==> src/rtl/stream_demux_if.sv <==
// rtl/stream_demux_if.sv - handshake bundle between a producer, the 1-to-4 demux and four consumers
interface stream_demux_if;
  logic       io_in_valid;
  logic       io_in_ready;
  logic [7:0] io_in_bits;
  logic [1:0] io_in_dest;

  logic       io_out_0_valid;
  logic       io_out_0_ready;
  logic [7:0] io_out_0_bits;
  logic       io_out_1_valid;
  logic       io_out_1_ready;
  logic [7:0] io_out_1_bits;
  logic       io_out_2_valid;
  logic       io_out_2_ready;
  logic [7:0] io_out_2_bits;
  logic       io_out_3_valid;
  logic       io_out_3_ready;
  logic [7:0] io_out_3_bits;

  modport slave (
    input  io_in_valid, io_in_bits, io_in_dest,
    output io_in_ready,
    output io_out_0_valid, io_out_0_bits, io_out_1_valid, io_out_1_bits,
    output io_out_2_valid, io_out_2_bits, io_out_3_valid, io_out_3_bits,
    input  io_out_0_ready, io_out_1_ready, io_out_2_ready, io_out_3_ready
  );

  modport master (
    output io_in_valid, io_in_bits, io_in_dest,
    input  io_in_ready,
    input  io_out_0_valid, io_out_0_bits, io_out_1_valid, io_out_1_bits,
    input  io_out_2_valid, io_out_2_bits, io_out_3_valid, io_out_3_bits,
    output io_out_0_ready, io_out_1_ready, io_out_2_ready, io_out_3_ready
  );
endinterface

==> src/rtl/stream_demux.sv <==
// rtl/stream_demux.sv - 1-to-4 stream demux, one 2-entry FIFO per output
// STREAM_DEMUX_CNT_EN adds io_count, an 8-bit wrapping count of accepted input beats.
module stream_demux (
  input  logic          clk,
  input  logic          reset,
  stream_demux_if.slave io
`ifdef STREAM_DEMUX_CNT_EN
  ,
  output logic [7:0]    io_count
`endif
);

  logic [7:0] mem_q [4][2];
  logic [7:0] mem_d [4][2];
  logic [1:0] occ_q [4];
  logic [1:0] occ_d [4];
  logic [3:0] wr_ptr_q, wr_ptr_d;
  logic [3:0] rd_ptr_q, rd_ptr_d;
  logic [3:0] out_ready;
  logic [3:0] enq, deq;
  logic       in_ready;
  logic       in_fire;

  assign out_ready = {io.io_out_3_ready, io.io_out_2_ready, io.io_out_1_ready, io.io_out_0_ready};

  // Ready looks only at the addressed FIFO, so a full output never blocks the others.
  assign in_ready       = (occ_q[io.io_in_dest] != 2'd2);
  assign in_fire        = io.io_in_valid & in_ready;
  assign io.io_in_ready = in_ready;

  always_comb begin
    mem_d    = mem_q;
    occ_d    = occ_q;
    wr_ptr_d = wr_ptr_q;
    rd_ptr_d = rd_ptr_q;
    enq      = '0;
    deq      = '0;
    for (int k = 0; k < 4; k++) begin
      enq[k] = in_fire && (io.io_in_dest == 2'(k));
      deq[k] = (occ_q[k] != 2'd0) && out_ready[k];
      if (enq[k]) begin
        mem_d[k][wr_ptr_q[k]] = io.io_in_bits;
        wr_ptr_d[k]           = ~wr_ptr_q[k];
      end
      if (deq[k]) begin
        rd_ptr_d[k] = ~rd_ptr_q[k];
      end
      case ({enq[k], deq[k]})
        2'b10:   occ_d[k] = occ_q[k] + 2'd1;
        2'b01:   occ_d[k] = occ_q[k] - 2'd1;
        default: occ_d[k] = occ_q[k];
      endcase
    end
  end

  always_ff @(posedge clk or posedge reset) begin
    if (reset) begin
      occ_q    <= '{default: 2'd0};
      wr_ptr_q <= '0;
      rd_ptr_q <= '0;
    end else begin
      occ_q    <= occ_d;
      wr_ptr_q <= wr_ptr_d;
      rd_ptr_q <= rd_ptr_d;
    end
  end

  // Payload storage carries no reset; validity comes solely from occupancy.
  always_ff @(posedge clk) begin
    mem_q <= mem_d;
  end

  assign io.io_out_0_valid = (occ_q[0] != 2'd0);
  assign io.io_out_1_valid = (occ_q[1] != 2'd0);
  assign io.io_out_2_valid = (occ_q[2] != 2'd0);
  assign io.io_out_3_valid = (occ_q[3] != 2'd0);
  assign io.io_out_0_bits  = mem_q[0][rd_ptr_q[0]];
  assign io.io_out_1_bits  = mem_q[1][rd_ptr_q[1]];
  assign io.io_out_2_bits  = mem_q[2][rd_ptr_q[2]];
  assign io.io_out_3_bits  = mem_q[3][rd_ptr_q[3]];

`ifdef STREAM_DEMUX_CNT_EN
  logic [7:0] count_q, count_d;

  always_comb begin
    count_d = count_q + {7'd0, in_fire};
  end

  always_ff @(posedge clk or posedge reset) begin
    if (reset) begin
      count_q <= 8'd0;
    end else begin
      count_q <= count_d;
    end
  end

  assign io_count = count_q;
`endif

endmodule

==> src/flat_wrapper.sv <==
// flat-port wrapper written by rule: the top's interface ports become plain ports
module stream_demux_flat 
  (clk, reset, io_io_in_valid, io_io_in_bits, io_io_in_dest, io_io_in_ready, io_io_out_0_valid, io_io_out_0_bits, io_io_out_1_valid, io_io_out_1_bits, io_io_out_2_valid, io_io_out_2_bits, io_io_out_3_valid, io_io_out_3_bits, io_io_out_0_ready, io_io_out_1_ready, io_io_out_2_ready, io_io_out_3_ready);
  stream_demux_if io_i ();
  input  logic clk;
  input  logic reset;
  input wire logic [$bits(io_i.io_in_valid)-1:0] io_io_in_valid;
  input wire logic [$bits(io_i.io_in_bits)-1:0] io_io_in_bits;
  input wire logic [$bits(io_i.io_in_dest)-1:0] io_io_in_dest;
  output wire logic [$bits(io_i.io_in_ready)-1:0] io_io_in_ready;
  output wire logic [$bits(io_i.io_out_0_valid)-1:0] io_io_out_0_valid;
  output wire logic [$bits(io_i.io_out_0_bits)-1:0] io_io_out_0_bits;
  output wire logic [$bits(io_i.io_out_1_valid)-1:0] io_io_out_1_valid;
  output wire logic [$bits(io_i.io_out_1_bits)-1:0] io_io_out_1_bits;
  output wire logic [$bits(io_i.io_out_2_valid)-1:0] io_io_out_2_valid;
  output wire logic [$bits(io_i.io_out_2_bits)-1:0] io_io_out_2_bits;
  output wire logic [$bits(io_i.io_out_3_valid)-1:0] io_io_out_3_valid;
  output wire logic [$bits(io_i.io_out_3_bits)-1:0] io_io_out_3_bits;
  input wire logic [$bits(io_i.io_out_0_ready)-1:0] io_io_out_0_ready;
  input wire logic [$bits(io_i.io_out_1_ready)-1:0] io_io_out_1_ready;
  input wire logic [$bits(io_i.io_out_2_ready)-1:0] io_io_out_2_ready;
  input wire logic [$bits(io_i.io_out_3_ready)-1:0] io_io_out_3_ready;
  assign io_i.io_in_valid = io_io_in_valid;
  assign io_i.io_in_bits = io_io_in_bits;
  assign io_i.io_in_dest = io_io_in_dest;
  assign io_io_in_ready = io_i.io_in_ready;
  assign io_io_out_0_valid = io_i.io_out_0_valid;
  assign io_io_out_0_bits = io_i.io_out_0_bits;
  assign io_io_out_1_valid = io_i.io_out_1_valid;
  assign io_io_out_1_bits = io_i.io_out_1_bits;
  assign io_io_out_2_valid = io_i.io_out_2_valid;
  assign io_io_out_2_bits = io_i.io_out_2_bits;
  assign io_io_out_3_valid = io_i.io_out_3_valid;
  assign io_io_out_3_bits = io_i.io_out_3_bits;
  assign io_i.io_out_0_ready = io_io_out_0_ready;
  assign io_i.io_out_1_ready = io_io_out_1_ready;
  assign io_i.io_out_2_ready = io_io_out_2_ready;
  assign io_i.io_out_3_ready = io_io_out_3_ready;
  stream_demux u_core (.clk(clk), .reset(reset), .io(io_i));
endmodule
==> config.mk <==
export PLATFORM = sky130hd
export DESIGN_NAME = stream_demux_flat
export DESIGN_NICKNAME = d
export VERILOG_FILES = /design/src/rtl/stream_demux_if.sv /design/src/rtl/stream_demux.sv /design/src/flat_wrapper.sv
export SDC_FILE = /design/constraint.sdc
export NUM_CORES = 1
export LEC_CHECK = 0
export ABC_CLOCK_PERIOD_IN_PS = 1400
export CAP_MARGIN = 10
export CORE_MARGIN = 2
export CORE_UTILIZATION = 45
export DETAILED_ROUTE_END_ITERATION = 8
export PLACE_DENSITY = 0.84
export SETUP_SLACK_MARGIN = 0.2
export SYNTH_ARGS = -nofsm -noshare
export SYNTH_HDL_FRONTEND = slang
export SYNTH_SLANG_ARGS = --single-unit
==> constraint.sdc <==
create_clock -name clk -period 1.4 [get_ports clk]
set_clock_uncertainty 0.1 [all_clocks]
set_input_delay 0.28 -clock clk [delete_from_list [all_inputs] [get_ports clk]]
set_output_delay 0.28 -clock clk [all_outputs]
set_load 0.005 [all_outputs]
### Word level (Yosys, flattened, before mapping)

Index checks and enable logic that the tools add are counted.

* bits in registers: 80
* output and inout port bits: 37
* logic and storage cells: 123

* $add $sub $neg: 8
* magnitude comparators: 13
* equal/unequal tests: 12
* mux-type cells: 31
* bitwise logic cells: 18
* reduce and logical (&&, ||, !) cells: 21

Operators by type and width (count)
* 8-bit two-way mux: 16
* 16-bit bitwise mux: 4
* 8-bit demux with 1-bit select: 4
* 2-bit greater-or-equal comparator, second input constant: 8
* 1-bit NOT with 2-bit output: 8
* 2-bit case mux with 2 select lines: 4
* 2-bit nonzero test: 8
* 2-bit equality test, second input constant: 6
* 1-bit logical AND: 12
* 2-bit by 1-bit equality test with 1-bit output, second input constant: 5
* 2-bit by 1-bit adder with 2-bit output, second input constant: 4
* 2-bit by 1-bit < comparator with 1-bit output, second input constant: 4
* 1-bit NOT: 8
* 2-bit by 1-bit subtractor with 2-bit output, second input constant: 4
* 2-bit binary-select mux with 2-bit select: 1
* 2-bit two-way mux: 2
* 3-bit greater-or-equal comparator, second input constant: 1
* 2-bit NOT with 3-bit output: 1
* 2-bit zero test: 1
* 2-bit inequality test, second input constant: 1
* 1-bit AND: 1

### Logic depth before layout (Yosys ltp)

Gate-level depths: netlist (run 1).

* word-level depth: 9
* gate-level depth with buffers: 6
* mapped depth without buffers: 6

### Worst setup path after synthesis (run 1)

OpenSTA, ideal clock, no wires.

* path kind: reg-to-reg
* from: reg u_core.occ_q[0] (netlist bit)
* to: reg u_core.occ_q[1] (netlist bit)
* setup time: 0.079 ns
* data arrival time: 1.385 ns
* path slack: -0.165 ns
* cell stages (with the launch flop): 6
* buffers on the path: 0
* clock period less this slack: 1.565 ns
* cell sequence: dfrtp_1 > or2_1 > and2_4 > ha_1 > nor2_1 > xor2_1

* elaborated cells on any way between the ends: 14

RTL lines
* start, declared: line stream_demux.sv:15 `logic [1:0] occ_q [4];`
* start signal, assigned: line stream_demux.sv:58 `occ_q <= '{default: 2'd0};`
* start signal, assigned: line stream_demux.sv:62 `occ_q <= occ_d;`
* 2-bit nonzero test *
* via io_io_out_3_valid: line flat_wrapper.sv:17 `output wire logic [$bits(io_i.io_out_3_valid)-1:0] io_io_out_3_valid;`
* 1-bit logical AND *: line stream_demux.sv:40 `deq[k] = (occ_q[k] != 2'd0) && out_ready[k];`
* via u_core.deq[3]: line stream_demux.sv:20 `logic [3:0] enq, deq;`
* 2-bit by 1-bit equality test with 1-bit output / 2-bit equality test (equally long branches): line stream_demux.sv:48 `case ({enq[k], deq[k]})`
* 2-bit case mux with 2 select lines / 2-bit nonzero test (equally long branches)

Mark *: on every way through the listed nets, which the timed path passes. The rest lies on a longest branch. The select of a mux whose other input is x is not followed.
A chain may end at the register's enable or synchronous reset.

### Final worst setup path (run 1)

* from: reg u_core.occ_q[2] (netlist bit)
* to: out io_io_in_ready

* word-level cells in the longest chain between the ends: 4

RTL lines
* 2-bit binary-select mux with 2-bit select: line stream_demux.sv:27 `assign in_ready = (occ_q[io.io_in_dest] != 2'd2);`
* 2-bit two-way mux (not written as such) (2 in series): line stream_demux.sv:27
* 2-bit inequality test: line stream_demux.sv:27
* end, declared: line flat_wrapper.sv:10 `output wire logic [$bits(io_i.io_in_ready)-1:0] io_io_in_ready;`

No other way between the ends. The select of a mux whose other input is x is not followed.

==> results of run 1 <==
-- synth_stat cells --
cell / instances / area, sq um
xor2_1: 8 / 70.1
dfrtp_1: 16 / 400
and2_4: 4 / 35.0
buf_2: 4 / 20.0
nand2b_4: 4 / 55.1
mux2_2: 32 / 360
nor3b_2: 1 / 12.5
mux4_2: 1 / 22.5
nand2_1: 1 / 3.75
or2_1: 4 / 25.0
inv_1: 4 / 15.0
ha_1: 4 / 50.1
and3_1: 1 / 6.26
nand4b_2: 2 / 30.0
nand4_2: 1 / 12.5
edfxtp_1: 64 / 1920
xnor2_1: 12 / 105
nor2_1: 11 / 41.3
-- state kept, by name, indices dropped and copies added (netlist names) --
signal / count
u_core.wr_ptr_q: 4
u_core.rd_ptr_q: 4
u_core.mem_q: 64
u_core.occ_q: 8
-- critical path, stage by stage, from the launching register on --
cell      delay [ns]
dfrtp_1         0.39
nand2b_4        0.15
mux4_2          0.46
buf_2           0.14
-- cell usage in the layout, fill, tap and decap left out, types with 2 or more instances in the layout --
cell              n
inv_1             4
clkdlybuf4s15_1   2
buf_6            61
clkbuf_8          9
nand2b_4          4
mux2_4           20
nand4b_4          2
xnor2_1           5
nor2_2            2
buf_12            5
clkdlybuf4s50_1  13
or2_4             2
buf_4            32
mux2_2           12
nor2_1            2
buf_2            12
xor2_1            7
bufinv_16         3
ha_4              4
xnor2_2           7
or2_1             2
dfrtp_1          12
nor2_4            7
and2_4            4
edfxtp_1         64
dfrtp_2           4
-- per-layer routing --
| layer | vias to the layer above | part of all wire | global-route usage |
|---|---|---|---|
| li1 | 907 | - | - |
| met1 | 1043 | 0.37 | 0.232 |
| met2 | 66 | 0.55 | 0.351 |
| met3 | 12 | 0.056 | 0.0537 |
| met4 | 0 | 0.019 | 0.0826 |
| met5 | - | 0 | 0 |
-- where the power goes --
part           internal [mW]  total, mW  switching (mW)
Sequential              2.97       3.27           0.301
Combinational           3.09       4.81            1.72
Clock                   1.18       2.02           0.846
Total                   7.24       10.1            2.87
-- cell type report --
type                            instances  area (sq um)  area share
Tap cell                               96           120      0.0236
Inverter                                4          15.0     0.00295
Sequential cell                        80          2330       0.457
Clock buffer                           10           128      0.0251
Timing Repair Buffer                  127          1260       0.248
Clock inverter                          5           106      0.0209
Multi-Input combinational cell         86          1130       0.222
-- what timing repair did --
item                                    4_1_cts  5_1_grt
gates cloned                                  0        0
hold endpoints to repair                      0        0
pin swaps                                    14       12
resized for setup                           218       41
buffers inserted                             32       18
endpoints found under the setup margin      117      116
-- kinds of logic (layout without fill, tap and decap cells) --
family,Yosys count,count (layout),synth area share
simple gates,29,29,0.0695
fa+ha+maj,4,4,0.0157
buf+inv,8,146,0.0110
xor+xnor,20,20,0.0550
flops,80,80,0.729
mux,33,33,0.120
-- how the worst max path moves through the flow --
stage	cells after the start	from	endpoint	slack [ns]
after global placement	3	io_io_in_dest[0]	io_io_in_ready	-0.72
after floorplan	6	u_core.occ_q[1]	u_core.occ_q[1]	-0.10
after detailed placement	3	io_io_in_dest[0]	io_io_in_ready	-0.73
final	3	u_core.occ_q[2]	io_io_in_ready	-0.47
after CTS	3	u_core.occ_q[2]	io_io_in_ready	-0.48
after global routing	3	u_core.occ_q[6]	io_io_in_ready	-0.51
==> flow_metrics.py, run 1 <==
metrics = {
    "run_status": {
        "violations": "setup timing",
        "status": "complete, but fails checks",
    },
    "clock_network": {
        "cts_hold_buffers": 0,
        "insertion_delay_ns": 0.35,
        "clock_path_buffers": 2,
        "cts_made_buffers": 9,
        "clock_tree.root_cell": "clkbuf_8",
        "htree_levels": 3,
        "cts_num_sinks": 80,
        "clkTransAtPathRegs_ns": 0.08,
        "cts_tree": "done",
    },
    "sta": {
        "grt_setup_unrepaired": "true",
        "finalSetupViolCount": 114,
        "max_slew_margin": 0.702,
        "drv_slew": 0,
        "worst_pin_slew_ns": 0.445,
        "hold_ws_ns": 0.124,
        "fmax_ghz": 0.533,
        "hold_viol_final": 0,
        "timing.final.crit_share": 1.34,
        "finalCriticalPeriod_ns": 1.87,
        "fin_ws_ns": -0.475,
        "tns_ns": -28.88,
    },
    "pwr": {
        "power_density_mw_per_mm2": 1990,
        "ir_drop_mv": 1.41,
        "power.leakage_nw": 2.07,
        "power_mw": 10.1,
    },
    "layout": {
        "finalNetCount": 329,
        "drive_above_1_share": 0.638,
        "post_layout_nonfiller_instances": 408,
        "fillers": 409,
        "area_growth_pct": 59.7,
        "fin_area_sq_mm": 0.00509,
        "antennaDiodeCount": 0,
        "fin_util": 0.745,
    },
    "placed_design": {
        "dpl-instance-area_sq_mm": 0.00415,
        "port_buffers": 53,
        "placedCellCount": 343,
        "place_hpwl_microns": 4170,
        "place_congestion": 0.723,
        "dp_slack_ns": -0.732,
    },
    "synthesis": {
        "ys_seq_area_frac": 0.729,
        "synth_area_sq_mm": 0.00319,
        "synth-warning-count": 0,
        "syn_inst": 174,
        "synth_area_per_cell_sq_um": 18.3,
        "syn_nets": 195,
        "synthDistinctLibCells": 18,
        "synth_seq_cells": 80,
    },
    "setup_path": {
        "rr_worst_depth": 8,
        "crit_path_max_fanout": 2,
        "worstSetupEndpointType": "primary output",
        "crit_path_start_kind": "flop",
        "critical_path_arrival_ns": 1.49,
        "r2r_end": "u_core.occ_q[1]",
        "reg2reg_setup_slack_ns": -0.43,
        "required_ns": 1.02,
        "crit_type": "reg2out",
        "r2r-start": "u_core.occ_q[1]",
    },
    "die": {
        "num_rows": 30,
        "dieArea_sq_mm": 0.00777,
        "core_sq_mm": 0.00683,
        "die_h_microns": 88.2,
        "ios": 54,
        "die_x_microns": 88.2,
        "start_util": 0.466,
    },
    "drt": {
        "wl_microns": 7910,
        "wl_per_cell_microns": 19.4,
        "post_drt_via_cell_ratio": 4.97,
        "drt_iter0_drc": 106,
        "ant_nets": 0,
        "vias": 2028,
        "firstDrtPassIters": 4,
        "route.detailed.drc": 0,
    },
    "grt": {
        "grt_pass1_wl_microns": 10900,
        "grt.overflow.total": 0,
        "grt_antenna_before_repair": 0,
        "grt_pass1_vias": 2047,
        "grt_util_all_layers": 0.200,
        "grt_max_degree": 17,
    },
    "flow_run": {
        "maxCapViolCount": 0,
    },
    "min_path": {
        "min_path_type": "in2async",
    },
}
Note: power is estimated with default switching activity, not from simulation.
==> inputs of run 2 (changes only) <==
--- a/config.mk
+++ b/config.mk
@@ -8,9 +8,9 @@
 export ABC_CLOCK_PERIOD_IN_PS = 1400
 export CAP_MARGIN = 10
 export CORE_MARGIN = 2
-export CORE_UTILIZATION = 45
+export CORE_UTILIZATION = 47
 export DETAILED_ROUTE_END_ITERATION = 8
-export PLACE_DENSITY = 0.84
+export PLACE_DENSITY = 0.87
 export SETUP_SLACK_MARGIN = 0.2
 export SYNTH_ARGS = -nofsm -noshare
 export SYNTH_HDL_FRONTEND = slang
==> run 2 against run 1 <==
The flow still finishes with violations (setup timing). Count of clock-buffer cells in the layout increased by 1. Core utilization decreased by 1.4 points. Clock power decreased by 12%. First-iteration DRC count increased by 39%. Via count decreased by 5.5%. Critical path depth increased by 5. Global-route usage decreased by 1.2 points. Sequential power about the same. Critical path type is now reg2reg. Highest routed layer unchanged.
==> flow_metrics.py, run 2 (synthesized netlist as in run 1, its figures left out) <==
metrics = {
    "setup_path": {
        "crit_slowest_cell": "dfrtp_1",
        "crit_top_cell": "buf_6",
        "reg2reg_setup_slack_ns": -0.51,
        "worstSetupEndpointType": "flop",
        "critical_path_arrival_ns": 2.07,
        "rr_worst_depth": 8,
        "crit_chain": "buf_6, buf_6, or2_4, and2_4, ha_4, xnor2_2, nor2_2, xor2_1",
        "crit_type": "reg2reg",
        "crit_path_max_fanout": 2,
        "slowest_delay_ns": 0.42,
        "required_ns": 1.56,
        "crit_path_start_kind": "flop",
        "r2r-start": "u_core.occ_q[7]",
        "r2r_end": "u_core.occ_q[7]",
    },
    "sta": {
        "grt_setup_unrepaired": "true",
        "fmax_ghz": 0.523,
        "hold_ws_ns": 0.136,
        "hold_viol_final": 0,
        "worst_pin_slew_ns": 0.332,
        "drv_slew": 0,
        "fin_ws_ns": -0.511,
        "finalSetupViolCount": 114,
        "max_slew_margin": 0.778,
        "finalCriticalPeriod_ns": 1.91,
        "timing.final.crit_share": 1.36,
    },
    "pwr": {
        "power.share.clock": 0.188,
        "power.leakage_nw": 1.97,
        "ir_drop_mv": 1.51,
        "pwr-share-comb": 0.464,
        "power_density_mw_per_mm2": 1940,
        "intPower_mw": 6.76,
        "p_sw_frac": 0.285,
        "seqPwrFrac": 0.348,
        "switchingPower_mw": 2.70,
    },
    "layout": {
        "fin_area_sq_mm": 0.00488,
        "largest_register_ffs": 64,
        "antennaDiodeCount": 0,
        "regMostFlops": "u_core.mem_q",
        "fillers": 388,
        "drive_above_1_share": 0.609,
        "largest_registers": "u_core.mem_q (64), u_core.occ_q (8)",
        "layout_commonest_cell": "edfxtp_1",
        "final_cell_mix": "edfxtp_1, buf_6, buf_4, mux2_2, mux2_4",
        "fin_util": 0.731,
        "area_growth_pct": 53.3,
        "finalNetCount": 320,
    },
    "die": {
        "ios": 54,
        "num_rows": 30,
        "dieArea_sq_mm": 0.00746,
        "die_x_microns": 86.3,
        "die_h_microns": 86.3,
        "core_sq_mm": 0.00668,
        "start_util": 0.477,
    },
    "drt": {
        "post_drt_via_cell_ratio": 4.99,
        "ant_nets": 0,
        "drt_iter0_drc": 147,
        "firstDrtPassIters": 4,
        "route.detailed.drc": 0,
        "wl_per_cell_microns": 18.6,
        "wl_microns": 7150,
        "vias": 1917,
    },
    "grt": {
        "grt_pass1_vias": 1952,
        "grt_antenna_before_repair": 0,
        "grt_max_degree": 17,
        "grt.overflow.total": 0,
        "grt_pass1_wl_microns": 10200,
        "grt_util_all_layers": 0.188,
    },
    "run_status": {
        "status": "complete, but fails checks",
        "violations": "setup timing",
    },
    "clock_network": {
        "cts_num_sinks": 80,
        "clock_tree.root_cell": "clkbuf_8",
        "htree_levels": 3,
        "cts_hold_buffers": 0,
        "cts_tree": "done",
        "cts_made_buffers": 9,
        "clock_path_buffers": 2,
        "clkTransAtPathRegs_ns": 0.08,
        "insertion_delay_ns": 0.34,
    },
    "placed_design": {
        "place_hpwl_microns": 4010,
        "place_congestion": 0.720,
        "port_buffers": 53,
        "dpl-instance-area_sq_mm": 0.00414,
    },
    "min_path": {
        "min_path_type": "in2async",
    },
    "flow_run": {
        "maxCapViolCount": 0,
    },
}
==> run 2: power groups by stage <==
stage	combinational (mW)	sequential [mW]	clock [mW]
global route	4.65	3.32	1.87
global placement	2.77	3.39	0
detailed placement	2.87	3.42	0
CTS	3.67	3.24	1.77
finish	4.39	3.29	1.78
floorplan	1.62	3.25	0
==> run 2: layout make-up <==
type                    count  area (sq um)  share of cell area
clock buffers              11           131              0.0269
clock inverters             5          71.3              0.0146
well taps                  80           100              0.0205
repair buffers            118          1140               0.233
multi-input cells          86          1100               0.226
flip-flops and latches     80          2330               0.476
inverters                   4          15.0             0.00307
==> run 2: how the worst max path moves through the flow <==
| stage | startpoint | to | slack (ns) | cells after the start |
|---|---|---|---|---|
| 6_report | u_core.occ_q[7] | u_core.occ_q[7] | -0.51 | 8 |
| 5_1_grt | u_core.occ_q[7] | io_io_in_ready | -0.53 | 4 |
| 4_1_cts | u_core.occ_q[2] | io_io_in_ready | -0.47 | 3 |
| 3_5_place_dp | io_io_in_dest[0] | io_io_in_ready | -0.73 | 3 |
| 3_3_place_gp | io_io_in_dest[0] | io_io_in_ready | -0.71 | 3 |
| 2_1_floorplan | u_core.occ_q[1] | u_core.occ_q[1] | -0.10 | 6 |
==> run 2: through the flow <==
step / TNS, ns / instances / setup slack [ns] / power (mW)
5_1_grt: -31.70 / 384 / -0.533 / 9.84
3_3_place_gp: -47.81 / 329 / -0.714 / 6.17
4_1_cts: -18.72 / 368 / -0.473 / 8.68
6_report: -26.67 / 384 / -0.511 / 9.46
2_1_floorplan: -0.406 / 174 / -0.102 / 4.86
3_5_place_dp: -51.13 / 329 / -0.725 / 6.29
==> run 2: worst max-delay path, delay by kind of cell (launching register included) <==
kind                     cells  cell delay (ns)
XOR/XNOR                     2             0.34
AND/OR/NAND/NOR              3             0.57
adder cells (fa/ha/maj)      1             0.16
buffers and inverters        2             0.23
flip-flops                   1             0.42
==> run 2: metal layers <==
| metal | vias to the layer above | wire length (microns) | part of all wire | GRT usage |
|---|---|---|---|---|
| li1 | 882 | - | - | - |
| met1 | 971 | 2670 | 0.37 | 0.225 |
| met2 | 49 | 3950 | 0.55 | 0.316 |
| met3 | 15 | 351 | 0.049 | 0.0610 |
| met4 | 0 | 180 | 0.025 | 0.0739 |
| met5 | - | 0 | 0 | 0 |
==> run 2: what timing repair did <==
action,CTS,global route
gates resized for setup,213,35
endpoints found under the setup margin,116,117
pin swaps,17,13
buffers inserted,23,16
==> inputs of run 3 (changes only) <==
--- a/config.mk
+++ b/config.mk
@@ -10,6 +10,7 @@
 export CORE_MARGIN = 2
 export CORE_UTILIZATION = 47
 export DETAILED_ROUTE_END_ITERATION = 8
+export GPL_TIMING_DRIVEN = 1
 export PLACE_DENSITY = 0.87
 export SETUP_SLACK_MARGIN = 0.2
 export SYNTH_ARGS = -nofsm -noshare
==> results of run 3 <==
No change in the layout: final DEF, timing and power equal those of run 2.
